$ cat src/rtl/debounce_bank.sv
// Multi-channel button debouncer: 2-flop synchroniser, stability counter, press/release strobes.
// Define DEBOUNCE_REPEAT_EN to add a per-channel auto-repeat strobe on held buttons.
module debounce_bank #(
    parameter int unsigned N_CH        = 4,
    parameter int unsigned CNT_W       = 20,
    parameter int unsigned STABLE_CNT  = 1000000,
    parameter bit          ACTIVE_LOW  = 1'b0,
    parameter int unsigned RPT_W       = 26,
    parameter int unsigned REPEAT_DLY  = 50000000,
    parameter int unsigned REPEAT_RATE = 10000000
) (
    input  logic            clk,
    input  logic            rst,
    input  logic [N_CH-1:0] btn,
    output logic [N_CH-1:0] btn_clean,
    output logic [N_CH-1:0] press,
    // 'release' is a reserved word, hence the prefix
    output logic [N_CH-1:0] btn_release,
    output logic [N_CH-1:0] rpt,
    output logic            any_press
);

    localparam logic [CNT_W-1:0] CntMax = CNT_W'(STABLE_CNT - 1);

    if (N_CH < 1) begin : g_bad_nch
        $error("debounce_bank: N_CH must be at least 1");
    end
    if (STABLE_CNT < 2 || longint'(STABLE_CNT) > (longint'(1) << CNT_W) - 1) begin : g_bad_stable
        $error("debounce_bank: STABLE_CNT out of range for CNT_W");
    end
    if (REPEAT_DLY < 1 || longint'(REPEAT_DLY) > (longint'(1) << RPT_W) - 1) begin : g_bad_dly
        $error("debounce_bank: REPEAT_DLY out of range for RPT_W");
    end
    if (REPEAT_RATE < 1 || longint'(REPEAT_RATE) > (longint'(1) << RPT_W) - 1) begin : g_bad_rate
        $error("debounce_bank: REPEAT_RATE out of range for RPT_W");
    end

    logic [N_CH-1:0] press_nxt;

    for (genvar i = 0; i < N_CH; i++) begin : g_ch
        logic             s0;
        logic             s1;
        logic [CNT_W-1:0] cnt;
        logic             clean_q;
        logic             press_q;
        logic             rel_q;
        logic             flip;

        // btn_clean takes the synchronised level on this edge
        assign flip         = (s1 != clean_q) && (cnt == CntMax);
        assign press_nxt[i] = flip & s1;

        always_ff @(posedge clk) begin
            if (rst) begin
                s0      <= 1'b0;
                s1      <= 1'b0;
                cnt     <= '0;
                clean_q <= 1'b0;
                press_q <= 1'b0;
                rel_q   <= 1'b0;
            end else begin
                s0      <= btn[i] ^ ACTIVE_LOW;
                s1      <= s0;
                press_q <= flip & s1;
                rel_q   <= flip & ~s1;
                if (s1 == clean_q) begin
                    cnt <= '0;
                end else if (cnt == CntMax) begin
                    clean_q <= s1;
                    cnt     <= '0;
                end else begin
                    cnt <= cnt + 1'b1;
                end
            end
        end

        assign btn_clean[i]   = clean_q;
        assign press[i]       = press_q;
        assign btn_release[i] = rel_q;

`ifdef DEBOUNCE_REPEAT_EN
        localparam logic [RPT_W-1:0] DlyMax  = RPT_W'(REPEAT_DLY - 1);
        localparam logic [RPT_W-1:0] RateMax = RPT_W'(REPEAT_RATE - 1);

        logic [RPT_W-1:0] rc;
        logic             in_repeat;
        logic             rpt_q;

        // Clearing on the falling update keeps rpt out of the release cycle
        always_ff @(posedge clk) begin
            if (rst || !clean_q || flip) begin
                rc        <= '0;
                in_repeat <= 1'b0;
                rpt_q     <= 1'b0;
            end else if (!in_repeat && rc == DlyMax) begin
                rc        <= '0;
                in_repeat <= 1'b1;
                rpt_q     <= 1'b1;
            end else if (in_repeat && rc == RateMax) begin
                rc    <= '0;
                rpt_q <= 1'b1;
            end else begin
                rc    <= rc + 1'b1;
                rpt_q <= 1'b0;
            end
        end

        assign rpt[i] = rpt_q;
`else
        assign rpt[i] = 1'b0;
`endif
    end

    always_ff @(posedge clk) begin
        if (rst) begin
            any_press <= 1'b0;
        end else begin
            any_press <= |press_nxt;
        end
    end

endmodule
$ cat config.mk
export PLATFORM = sky130hd
export DESIGN_NAME = debounce_bank
export DESIGN_NICKNAME = d
export VERILOG_FILES = /design/src/rtl/debounce_bank.sv
export SDC_FILE = /design/constraint.sdc
export NUM_CORES = 1
export LEC_CHECK = 0
export CORE_ASPECT_RATIO = 0.9
export CORE_MARGIN = 2
export CORE_UTILIZATION = 25
export CTS_BUF_LIST = sky130_fd_sc_hd__clkbuf_4 sky130_fd_sc_hd__clkbuf_8
export CTS_CLUSTER_SIZE = 30
export DETAILED_ROUTE_END_ITERATION = 10
export HOLD_SLACK_MARGIN = 0.05
export PLACE_DENSITY_LB_ADDON = 0.12
export SLEW_MARGIN = 10
export SYNTH_ARGS = -nofsm -noshare
export SYNTH_HDL_FRONTEND = slang
export SYNTH_SLANG_ARGS = --single-unit
$ cat constraint.sdc
create_clock -name clk -period 2.42 [get_ports clk]
set_input_delay 0.242 -clock clk [delete_from_list [all_inputs] [get_ports clk]]
set_output_delay 0.242 -clock clk [all_outputs]
set_load 0.005 [all_outputs]
==> results.py <==
metrics = {
    "setup_path": {
        "crit_top_cell": "or4_1",
        "rr_worst_depth": 5,
        "crit_family": "simple AND/OR/NAND/NOR gates",
        "critical_path.cell_chain": "ha_1 -> nand3_1 -> or4_1 -> or4_1 -> o2111ai_1",
        "critical_path_cell_count": 5,
        "r2r_start": "g_ch[2].cnt[0]$_SDFF_PP0_",
        "crit_start": "g_ch[2].cnt[0]$_SDFF_PP0_",
        "crit_path_end_kind": "register",
        "crit_path_max_fanout": 4,
        "worst_ep_required_time_ns": 2.72,
        "crit_type": "reg -> reg",
        "endpoint": "any_press$_SDFF_PP0_",
        "critPathLaunchType": "register",
        "rrSetupSlack_ns": 0.27,
        "slowest_delay_ns": 0.63,
        "slowest_stage": "or4_1",
        "crit_arrival_ns": 2.45,
        "r2r_end": "any_press$_SDFF_PP0_",
        "crit_buf_inv": 0,
    },
    "synth": {
        "synth_edf_count": 0,
        "syn_area_per_cell_um2": 8.82,
        "synth_ff_type": "dfxtp_1",
        "yosysWarnings": 0,
        "synth-seq-area-share": 0.457,
        "ys_ff_latch": 101,
        "yosysUniqueCellTypes": 42,
        "synth_cells": 502,
        "syn_area_um2": 4430,
        "synth-async-reset-ratio": 0,
    },
    "timing": {
        "finalSetupTns_ns": 0,
        "min_period_over_period": 0.890,
        "whs_ns": 0.423,
        "fin_crit_ns": 2.15,
        "tightest_slew_ns": 0.613,
        "clock.fmax_mhz": 464,
        "setup_viol": 0,
        "setup_ws_ns": 0.267,
        "rsz0062_at_grt": "false",
        "hold_viol": 0,
        "fin_skew_ns": 0.00477,
        "max_slew_margin": 0.588,
        "maxSlewViolCount": 0,
    },
    "place": {
        "place_congestion": 0.778,
        "port_buffers": 18,
        "dp_worst_setup_slack_ns": 0.277,
        "place_inst": 743,
        "placed_area_um2": 4810,
        "dpl.hpwl_um": 6540,
    },
    "clock_network": {
        "ctsLongestPathBuffers": 2,
        "cts_root_buf": "clkbuf_8",
        "cts_tree": "done",
        "clk_pin_slew_ns": 0.09,
        "clock_sinks": 101,
        "cts_hold_buf": 0,
        "cts_buffers": 9,
        "post_cts_resized": 0,
        "postCtsSetupRepairBufs": 0,
        "clock_latency_ns": 0.37,
        "h-tree-depth": 3,
    },
    "drt": {
        "via_per_inst": 4.40,
        "postRouteAntennaNets": 0,
        "dr.pass1.iters": 4,
        "via_count": 3339,
        "avgRoutedWirePerCell_um": 12.1,
        "initialDrtViolationCount": 169,
        "drt-total-wl_um": 9150,
        "drc": 0,
    },
    "power": {
        "leakagePower_nw": 1.44,
        "power_frac_comb": 0.016,
        "pwr-share-seq": 0.607,
        "switching_share": 0.215,
        "p_int_w": 0.00217,
        "p_per_area_nw_per_um2": 552,
        "vdd.ir_drop.worst_v": 0.000209,
        "p_switching_w": 0.000592,
        "pwr-share-clk": 0.377,
    },
    "global_route": {
        "grt_max_degree": 20,
        "grt_pass1_wl_um": 15500,
        "gr-total-overflow": 0,
        "grt_usage": 0.105,
        "grt_pass1_vias": 3130,
        "grt_antenna_before_repair": 0,
    },
    "floorplanning": {
        "start_util": 0.253,
        "std_cell_rows": 46,
        "die_x_um": 144,
        "io_pins": 23,
        "dieArea_um2": 18800,
        "die_h_um": 130,
        "core_um2": 17500,
    },
    "final_layout": {
        "multi_input_area_um2": 2170,
        "final_area_um2": 4990,
        "n_fill_cell": 1871,
        "final_common_cell": "dfxtp_1",
        "layout.nets": 524,
        "diodes": 0,
        "drive_gt1_frac": 0.0713,
        "final_cells": 759,
        "area_growth_syn_to_layout_pct": 12.8,
        "area.sequential_um2": 2020,
        "final_cell_mix": "101 x dfxtp_1, 62 x nor2_1, 34 x xnor2_1",
    },
    "hold_path": {
        "hold_class": "in -> reg",
    },
    "job": {
        "drv_cap": 0,
    },
    "outcome": {
        "status": "finished, final reports clean",
    },
}
-- synthesized netlist by cell type (2+ instances only) --
master	instances	area share
inv_1	16	0.014
nor4_1	12	0.017
a21oi_1	26	0.029
nor4b_1	5	0.0099
or3b_1	2	0.0040
nand2b_1	8	0.011
mux2i_1	2	0.0045
buf_4	16	0.027
ha_1	4	0.011
xor2_1	17	0.034
o21ai_2	3	0.0059
o21ai_0	10	0.011
buf_2	4	0.0045
and2_1	4	0.0057
dfxtp_1	101	0.46
nand3_1	28	0.032
clkbuf_1	9	0.0076
nor2_1	62	0.053
and3_1	7	0.0099
o31ai_1	9	0.015
or3_1	16	0.023
and4_1	5	0.0099
or2_2	2	0.0028
nor3_1	15	0.017
o21ai_1	5	0.0057
nor2b_1	8	0.011
xnor2_1	34	0.067
or4_1	17	0.029
nand2_1	27	0.023
nand4_1	16	0.023
-- cell families after synthesis --
family | Yosys count | share of synthesized area
flip-flops | 101 | 0.457
buffers and inverters | 46 | 0.0554
AO/OA/AOI/OAI | 57 | 0.0763
multiplexers | 2 | 0.00452
AND/OR/NAND/NOR | 240 | 0.294
other | 1 | 0.000847
XOR/XNOR | 51 | 0.101
adder cells (fa/ha/maj) | 4 | 0.0113
-- layout make-up --
cell class	instances	area share
clock inverters	1	0.00100
well taps	240	0.0601
inverters	16	0.0120
clock buffers	15	0.0363
multi-input cells	358	0.434
repair buffers	28	0.0511
flip-flops and latches	101	0.405
-- state kept, by name, indices dropped and copies added, names as in the netlist --
signal	count
g_ch.press_q	4
g_ch.rel_q	4
g_ch.cnt	80
g_ch.s1	4
any_press	1
g_ch.clean_q	4
g_ch.s0	4
-- per-stage QoR --
stage / utilization / total power [W]
after floorplan: - / 0.00174
after global placement: 0.275 / 0.00176
after detailed placement: 0.275 / 0.00176
after CTS: 0.285 / 0.00283
after global routing: 0.285 / 0.00290
final: 0.285 / 0.00276
-- metal layers --
metal / track usage / routed length [µm] / vias to the layer above / part of all wire
li1: - / - / 1764 / -
met1: 0.144 / 4840 / 1532 / 0.53
met2: 0.156 / 3850 / 36 / 0.42
met3: 0.0363 / 343 / 7 / 0.037
met4: 0.0326 / 110 / 0 / 0.012
met5: 0 / 0 / - / 0
-- power by group through the flow --
stage	clock network (W)	registers (W)	logic (W)
2_1_floorplan	0	0.00171	0.0000289
3_3_place_gp	0	0.00171	0.0000450
3_5_place_dp	0	0.00171	0.0000454
4_1_cts	0.00111	0.00167	0.0000455
5_1_grt	0.00117	0.00168	0.0000506
6_report	0.00104	0.00167	0.0000444
-- worst min path at each step --
stage | cells past startpoint | endpoint | from | slack [ns]
after floorplan | 1 | g_ch[0].s0$_SDFF_PP0_ | btn[0] | 0.37
after global placement | 1 | g_ch[1].s1$_SDFF_PP0_ | g_ch[1].s0$_SDFF_PP0_ | 0.42
after detailed placement | 1 | g_ch[2].s1$_SDFF_PP0_ | g_ch[2].s0$_SDFF_PP0_ | 0.42
after CTS | 2 | g_ch[3].s0$_SDFF_PP0_ | btn[3] | 0.39
after global routing | 2 | g_ch[3].s0$_SDFF_PP0_ | btn[3] | 0.41
final | 2 | g_ch[3].s0$_SDFF_PP0_ | btn[3] | 0.42
No activity file was read; power rests on OpenSTA's default activity.
